===== src/rtl/biquad_cascade_sched_pkg.sv =====
// Shared constants, types and helpers for the three-section biquad EQ scheduler.
package eq_pkg;

  localparam int FRAC     = 14;
  localparam int COEF_W   = 16;
  localparam int SAMPLE_W = 16;
  localparam int ACC_W    = 36;
  localparam int NUM_SECT = 3;
  localparam int NUM_TAP  = 5;

  typedef enum logic [1:0] {
    ST_IDLE,
    ST_MAC,
    ST_STORE,
    ST_DONE
  } sched_state_t;

  typedef enum logic [1:0] {
    MAC_HOLD,
    MAC_LOAD,
    MAC_ADD,
    MAC_SUB
  } mac_op_t;

  typedef logic signed [COEF_W-1:0]   coef_t;
  typedef logic signed [SAMPLE_W-1:0] sample_t;

  // Clamp a wide signed value into the 16-bit sample range.
  function automatic sample_t sat16(input logic signed [63:0] v);
    if (v > 64'sd32767)       return 16'sh7FFF;
    else if (v < -64'sd32768) return 16'sh8000;
    else                      return v[15:0];
  endfunction

endpackage


===== src/rtl/biquad_cascade_sched_if.sv =====
// Sample stream and status signals between the sample source and the EQ scheduler.
interface biquad_cascade_sched_if;
  import eq_pkg::*;

  logic    sample_valid;
  sample_t sample_in;
  logic    flush;
  sample_t sample_out;
  logic    output_ready;
  logic    busy;
  logic    overrun;

  modport master (
    output sample_valid, sample_in, flush,
    input  sample_out, output_ready, busy, overrun
  );

  modport slave (
    input  sample_valid, sample_in, flush,
    output sample_out, output_ready, busy, overrun
  );

endinterface


===== src/rtl/biquad_cascade_sched_mac.sv =====
// Shared signed 16x16 multiplier with a clear/accumulate/subtract accumulator,
// followed by the floor shift and 16-bit saturation of the section result.
module biquad_mac #(
  parameter int FRAC  = eq_pkg::FRAC,
  parameter int ACC_W = eq_pkg::ACC_W
) (
  input  logic            clk,
  input  logic            reset,
  input  eq_pkg::mac_op_t op,
  input  eq_pkg::coef_t   coef,
  input  eq_pkg::sample_t data,
  output eq_pkg::sample_t y_sat
);
  import eq_pkg::*;

  logic signed [2*COEF_W-1:0] prod;
  logic signed [ACC_W-1:0]    prod_ext;
  logic signed [ACC_W-1:0]    acc;
  logic signed [ACC_W-1:0]    acc_shr;

  assign prod     = (2*COEF_W)'(coef) * (2*COEF_W)'(data);
  assign prod_ext = {{(ACC_W-2*COEF_W){prod[2*COEF_W-1]}}, prod};

  // NOTE: state registers use non-blocking assignments so every flop samples
  // the pre-edge values, independent of statement order.
  always_ff @(posedge clk or posedge reset) begin
    if (reset) begin
      acc <= '0;
    end else begin
      case (op)
        MAC_LOAD: acc <= prod_ext;
        MAC_ADD:  acc <= acc + prod_ext;
        MAC_SUB:  acc <= acc - prod_ext;
        default:  acc <= acc;
      endcase
    end
  end

  // Arithmetic shift floors toward minus infinity; no rounding term is added.
  assign acc_shr = acc >>> FRAC;
  assign y_sat   = sat16({{(64-ACC_W){acc_shr[ACC_W-1]}}, acc_shr});

endmodule


===== src/rtl/biquad_cascade_sched.sv =====
// Time-multiplexed low/mid/high biquad cascade: one MAC walks 5 taps per
// section, 3 sections per sample, with per-section x/y history.
module biquad_cascade_sched #(
  parameter int FRAC  = eq_pkg::FRAC,
  parameter int ACC_W = eq_pkg::ACC_W
) (
  input  logic                         clk,
  input  logic                         reset,
  biquad_cascade_sched_if.slave        bus,
  input  eq_pkg::coef_t                low_b0,  low_b1,  low_b2,  low_a1,  low_a2,
  input  eq_pkg::coef_t                mid_b0,  mid_b1,  mid_b2,  mid_a1,  mid_a2,
  input  eq_pkg::coef_t                high_b0, high_b1, high_b2, high_a1, high_a2
);
  import eq_pkg::*;

  sched_state_t state, state_nxt;
  logic [2:0]   tap;
  logic [1:0]   sect;
  mac_op_t      mac_op;
  coef_t        coefs [NUM_SECT][NUM_TAP];
  coef_t        coef_sel;
  sample_t      data_sel, x_cur, x_in, y_sat, sample_out_q;
  sample_t      x1 [NUM_SECT];
  sample_t      x2 [NUM_SECT];
  sample_t      y1 [NUM_SECT];
  sample_t      y2 [NUM_SECT];
  logic         output_ready_q, overrun_q, flush_pend;
  logic         in_calc, accept, last_tap, last_sect, clear_hist;

  assign in_calc    = (state == ST_MAC) || (state == ST_STORE);
  assign accept     = bus.sample_valid && !in_calc;
  assign last_tap   = (tap == 3'(NUM_TAP - 1));
  assign last_sect  = (sect == 2'(NUM_SECT - 1));
  assign clear_hist = !in_calc && (bus.flush || (state == ST_DONE && flush_pend));
  // Later sections take the freshly stored output of the section before them.
  assign x_cur      = (sect == 2'd0) ? x_in : y1[sect - 2'd1];

  always_comb begin
    coefs[0][0] = low_b0;  coefs[0][1] = low_b1;  coefs[0][2] = low_b2;  coefs[0][3] = low_a1;  coefs[0][4] = low_a2;
    coefs[1][0] = mid_b0;  coefs[1][1] = mid_b1;  coefs[1][2] = mid_b2;  coefs[1][3] = mid_a1;  coefs[1][4] = mid_a2;
    coefs[2][0] = high_b0; coefs[2][1] = high_b1; coefs[2][2] = high_b2; coefs[2][3] = high_a1; coefs[2][4] = high_a2;
    coef_sel    = coefs[sect][tap];
  end

  always_ff @(posedge clk or posedge reset) begin
    if (reset) state <= ST_IDLE;
    else       state <= state_nxt;
  end

  // NOTE: every output of this block gets a default first, so no path can
  // leave a value unassigned and infer a latch.
  always_comb begin
    state_nxt = state;
    mac_op    = MAC_HOLD;
    data_sel  = x_cur;
    case (state)
      ST_IDLE: if (bus.sample_valid) state_nxt = ST_MAC;
      ST_MAC: begin
        case (tap)
          3'd0:    begin mac_op = MAC_LOAD; data_sel = x_cur;    end
          3'd1:    begin mac_op = MAC_ADD;  data_sel = x1[sect]; end
          3'd2:    begin mac_op = MAC_ADD;  data_sel = x2[sect]; end
          3'd3:    begin mac_op = MAC_SUB;  data_sel = y1[sect]; end
          default: begin mac_op = MAC_SUB;  data_sel = y2[sect]; end
        endcase
        if (last_tap) state_nxt = ST_STORE;
      end
      ST_STORE: state_nxt = last_sect ? ST_DONE : ST_MAC;
      ST_DONE:  state_nxt = bus.sample_valid ? ST_MAC : ST_IDLE;
      default:  state_nxt = ST_IDLE;
    endcase
  end

  biquad_mac #(.FRAC(FRAC), .ACC_W(ACC_W)) u_mac (
    .clk   (clk),
    .reset (reset),
    .op    (mac_op),
    .coef  (coef_sel),
    .data  (data_sel),
    .y_sat (y_sat)
  );

  // NOTE: the history is a handful of flops, not a RAM, so it takes the async
  // reset; an aborted sample must leave no stale state behind.
  always_ff @(posedge clk or posedge reset) begin
    if (reset) begin
      tap            <= '0;
      sect           <= '0;
      x_in           <= '0;
      sample_out_q   <= '0;
      output_ready_q <= 1'b0;
      overrun_q      <= 1'b0;
      flush_pend     <= 1'b0;
      for (int i = 0; i < NUM_SECT; i++) begin
        x1[i] <= '0; x2[i] <= '0; y1[i] <= '0; y2[i] <= '0;
      end
    end else begin
      output_ready_q <= 1'b0;
      overrun_q      <= bus.sample_valid && in_calc;

      if (accept) begin
        x_in <= bus.sample_in;
        tap  <= '0;
        sect <= '0;
      end

      if (state == ST_MAC) tap <= last_tap ? 3'd0 : tap + 3'd1;

      if (state == ST_STORE) begin
        x2[sect] <= x1[sect];
        x1[sect] <= x_cur;
        y2[sect] <= y1[sect];
        y1[sect] <= y_sat;
        sect     <= last_sect ? 2'd0 : sect + 2'd1;
        if (last_sect) begin
          sample_out_q   <= y_sat;
          output_ready_q <= 1'b1;
        end
      end

      // A flush seen mid-sample is deferred to the DONE edge.
      if (in_calc && bus.flush)  flush_pend <= 1'b1;
      else if (state == ST_DONE) flush_pend <= 1'b0;

      if (clear_hist) begin
        for (int i = 0; i < NUM_SECT; i++) begin
          x1[i] <= '0; x2[i] <= '0; y1[i] <= '0; y2[i] <= '0;
        end
      end
    end
  end

  assign bus.sample_out   = sample_out_q;
  assign bus.output_ready = output_ready_q;
  assign bus.busy         = in_calc;
  assign bus.overrun      = overrun_q;

endmodule

===== src/flat_wrapper.sv =====
// flat-port wrapper written by rule: the top's interface ports become plain ports
module biquad_cascade_sched_flat import eq_pkg::*;
#(
  parameter int FRAC  = eq_pkg::FRAC,
  parameter int ACC_W = eq_pkg::ACC_W
)
  (clk, reset, low_b0, low_b1, low_b2, low_a1, low_a2, mid_b0, mid_b1, mid_b2, mid_a1, mid_a2, high_b0, high_b1, high_b2, high_a1, high_a2, bus_sample_valid, bus_sample_in, bus_flush, bus_sample_out, bus_output_ready, bus_busy, bus_overrun);
  biquad_cascade_sched_if bus_i ();
  input  logic clk;
  input  logic reset;
  input  eq_pkg::coef_t low_b0;
  input  eq_pkg::coef_t low_b1;
  input  eq_pkg::coef_t low_b2;
  input  eq_pkg::coef_t low_a1;
  input  eq_pkg::coef_t low_a2;
  input  eq_pkg::coef_t mid_b0;
  input  eq_pkg::coef_t mid_b1;
  input  eq_pkg::coef_t mid_b2;
  input  eq_pkg::coef_t mid_a1;
  input  eq_pkg::coef_t mid_a2;
  input  eq_pkg::coef_t high_b0;
  input  eq_pkg::coef_t high_b1;
  input  eq_pkg::coef_t high_b2;
  input  eq_pkg::coef_t high_a1;
  input  eq_pkg::coef_t high_a2;
  input wire logic [$bits(bus_i.sample_valid)-1:0] bus_sample_valid;
  input wire logic [$bits(bus_i.sample_in)-1:0] bus_sample_in;
  input wire logic [$bits(bus_i.flush)-1:0] bus_flush;
  output wire logic [$bits(bus_i.sample_out)-1:0] bus_sample_out;
  output wire logic [$bits(bus_i.output_ready)-1:0] bus_output_ready;
  output wire logic [$bits(bus_i.busy)-1:0] bus_busy;
  output wire logic [$bits(bus_i.overrun)-1:0] bus_overrun;
  assign bus_i.sample_valid = bus_sample_valid;
  assign bus_i.sample_in = bus_sample_in;
  assign bus_i.flush = bus_flush;
  assign bus_sample_out = bus_i.sample_out;
  assign bus_output_ready = bus_i.output_ready;
  assign bus_busy = bus_i.busy;
  assign bus_overrun = bus_i.overrun;
  biquad_cascade_sched #(.FRAC(FRAC), .ACC_W(ACC_W)) u_core (.clk(clk), .reset(reset), .bus(bus_i), .low_b0(low_b0), .low_b1(low_b1), .low_b2(low_b2), .low_a1(low_a1), .low_a2(low_a2), .mid_b0(mid_b0), .mid_b1(mid_b1), .mid_b2(mid_b2), .mid_a1(mid_a1), .mid_a2(mid_a2), .high_b0(high_b0), .high_b1(high_b1), .high_b2(high_b2), .high_a1(high_a1), .high_a2(high_a2));
endmodule

===== config.mk =====
export PLATFORM = sky130hd
export DESIGN_NAME = biquad_cascade_sched_flat
export DESIGN_NICKNAME = d
export VERILOG_FILES = /design/src/rtl/biquad_cascade_sched_pkg.sv /design/src/rtl/biquad_cascade_sched_if.sv /design/src/rtl/biquad_cascade_sched_mac.sv /design/src/rtl/biquad_cascade_sched.sv /design/src/flat_wrapper.sv
export SDC_FILE = /design/constraint.sdc
export NUM_CORES = 2
export LEC_CHECK = 0
export ABC_AREA = 1
export CAP_MARGIN = 25
export CORE_AREA = 10 10 213 416
export CTS_CLUSTER_DIAMETER = 40
export DETAILED_ROUTE_END_ITERATION = 12
export DIE_AREA = 0 0 223 426
export PLACE_DENSITY = 0.58
export SYNTH_ARGS = -nofsm -noshare
export SYNTH_HDL_FRONTEND = slang
export SYNTH_SLANG_ARGS = --single-unit
export TNS_END_PERCENT = 30

===== constraint.sdc =====
create_clock -name clk -period 10.9 [get_ports clk]
set_input_delay 3.27 -clock clk [delete_from_list [all_inputs] [get_ports clk]]
set_output_delay 3.27 -clock clk [all_outputs]
set_load 0.05 [all_outputs]

==> qor.csv <==
stage;metric;value;unit
die;die_h;426;µm
synthesis;synth_nets;4494;
finish;fin_nets;5155;
die;core-area;81660;µm²
critical_path;required;11.41;ns
finish;syn_to_final_growth;37.81;%
route;drtIter0Drc;1949;
global_route;grt_pass1_wl;182300;µm
die;ioPinCount;279;
status;run_status;finished with violations;
finish;most-common-layout-cells;inv_1 (615), nand2_1 (517), buf_4 (478), o21ai_0 (400), nor2_1 (342);
critical_path;critical_path_class;in -> reg;
clock_tree;cts_buffers;39;
timing;relSlewSlack;32.29;%
global_route;grt_usage;24.59;%
synthesis;ys_top_cells_by_area;dfrtp_1 (24%), fa_1 (19%), inv_1 (8.8%), nand2_1 (8.1%), o21ai_0 (7.5%);
critical_path;cpPeakStageDelay;0.56;ns
route;drc;0;
clock_tree;hold_buffers;0;
placement;gp_congestion;0.9916;
clock_tree;clkSlewWorstSetupHoldPaths;0.06;ns
clock_tree;cts-root-buf;clkbuf_16;
finish;drive_above_1_share;22.70;%
synthesis;synth_top_cell_area_share;23.86;%
timing;worstMarginPinSlew;1.009;ns
flow_run;maxCapViolCount;0;
timing;fmax;0.08675;GHz
critical_path;arrival;12.04;ns
clock_tree;cts_buffer_depth;3;
timing;skew;0.04010;ns
synthesis;ys.warnings.count;0;
synthesis;synth_largest_area_cell;dfrtp_1;
timing;hold_viol;0;
timing;setup_viol_count_final;20;
critical_path;path_max_fanout;6;
synthesis;syn_area_per_cell;7.379;µm²
synthesis;yosysSeqAreaShare;23.86;%
timing;setup_ws;-0.6279;ns
finish;mostFrequentLayoutCell;inv_1;
global_route;gr-total-overflow;0;
timing;fin_crit_sh;105.8;%
global_route;antenna_found_initial;4;
route;routedWlPerCell;21.59;µm
route;drt-total-wl;120500;µm
route;num_vias;29720;
timing;slew_violations;0;
clock_tree;clock_latency;0.60;ns
timing;fin_crit;11.53;ns
clock_tree;cts_max_level;2;
synthesis;netlist_instances;3838;
clock_tree;numClockSinks;270;
synthesis;synthArstFlopShare;100.0;%
placement;port_buffers;278;
timing;rsz0062_at_grt;true;
synthesis;synth_edf_count;0;
synthesis;ys_types;52;
die;rows;148;
die;dieArea;95000;µm²
synthesis;ys_ff_latch;270;
synthesis;synth_top_flop_cell;dfrtp_1;
route;vias_per_cell;5.325;
timing;setup_tns;-7.232;ns
synthesis;netlist_area;28320;µm²
status;violations;setup timing;
die;die-width;223;µm
route;first_pass_iters;5;
critical_path;cp-end-kind;flop;
clock_tree;cts_tree;done;
die;initial_core_util;34.68;%
global_route;first_global_vias;31054;
global_route;grt_start_max_net_pins;164;
critical_path;cp_slowest_cell;fa_1;
route;postRouteAntennaNets;0;
worst_hold_path;min_path_type;reg -> reg;
placement;hpwl;94920;µm
critical_path;start_kind;input pin;
[critical path, delay by kind of cell]
family / cells / cell delay, ns
adders and majority gates: 8 / 3.51
and+or+nand+nor: 22 / 2.34
buffers and inverters: 13 / 1.44
AOI/OAI and AO/OA: 7 / 1.13
xor gates and xnor gates: 2 / 0.33
[cells by family after synthesis]
kind of cell,after synthesis,share of synthesized area (%)
simple gates,1333,19.38
flops,270,23.86
compound gates,933,18.98
fa+ha+maj,396,24.49
xor+xnor,51,1.643
buf+inv,855,11.65
[metal layers]
metal / part of all wire [%] / global-route usage, % / vias to the layer above
li1: - / - / 13757
met1: 34 / 25.12 / 14576
met2: 53 / 45.36 / 1008
met3: 4.1 / 2.743 / 377
met4: 8.1 / 18.00 / 2
met5: 0.0083 / 0 / -
[area by class of cell]
cell class / count / area (µm²)
fillers: 8089 / 42630
multi-input cells: 2713 / 20120
repair buffers: 798 / 6964
flip-flops and latches: 270 / 6763
inverters: 677 / 2572
well taps: 1050 / 1314
clock buffers: 48 / 1020
clock inverters: 22 / 266.5
diodes: 3 / 7.507
[metrics by stage]
stage	hold slack (ns)	cell area, µm²	cells	worst slack, ns	util, %
after floorplan	0.4655	28320	3838	0.05011	-
after global placement	0.4671	35330	5447	-1.819	43.27
after detailed placement	0.4696	35350	5450	-1.812	43.29
after CTS	0.4897	38310	5565	-0.5399	46.91
after global routing	0.5146	39030	5581	-1.127	47.80
final	0.4829	39030	5581	-0.6279	47.80
[state kept, by name (all words and copies together) (netlist names)]
name / count
u_core.bus.overrun: 1
u_core.tap: 3
u_core.x1: 48
u_core.x2: 48
u_core.y1: 48
u_core.sect: 2
u_core.bus.sample_out: 16
u_core.x_in: 16
u_core.state: 2
u_core.flush_pend: 1
u_core.u_mac.acc: 36
u_core.bus.output_ready: 1
u_core.y2: 48
[synth_stat cells, types with 7 or more instances]
cell type	instances
a21oi_1	172
a22oi_1	35
a2bb2oi_1	15
a31oi_1	20
buf_2	45
buf_4	8
clkbuf_1	120
clkinv_1	7
dfrtp_1	270
fa_1	264
ha_1	132
inv_1	662
inv_2	7
nand2_1	614
nand3_1	178
nand4_1	35
nor2_1	433
nor2_2	7
nor3_1	20
o211ai_1	48
o21a_1	20
o21ai_0	426
o221ai_1	11
o22ai_1	154
or2_2	24
xnor2_1	16
xor2_1	34
[path summary, 6_finish.rpt]
| check | slack, ns | depth (start not counted) | endpoint | from |
|---|---|---|---|---|
| worst min-delay path | 0.48 | 2 | u_core.bus.sample_out[9] | u_core.bus.sample_out[9] |
| worst max register to register | 0.36 | 49 | u_core.u_mac.acc[35] | u_core.sect[0] |
| worst min register to register | 0.48 | 2 | u_core.bus.sample_out[9] | u_core.bus.sample_out[9] |
| max in group asynchronous | 6.16 | 3 | u_core.tap[0] | reset |
| min in group asynchronous | 3.23 | 2 | u_core.bus.sample_out[15] | reset |
| worst max-delay path | -0.63 | 52 | u_core.u_mac.acc[35] | low_b2[5] |
[what timing repair did]
action,in CTS,in global routing
pin swaps,116,89
endpoints found under the setup margin,24,25
cloned,0,0
setup buffers,46,11
resized for setup,342,171
Power is not shown: default switching activity piles up to over one toggle a cycle in this logic, so the estimate is an artifact.
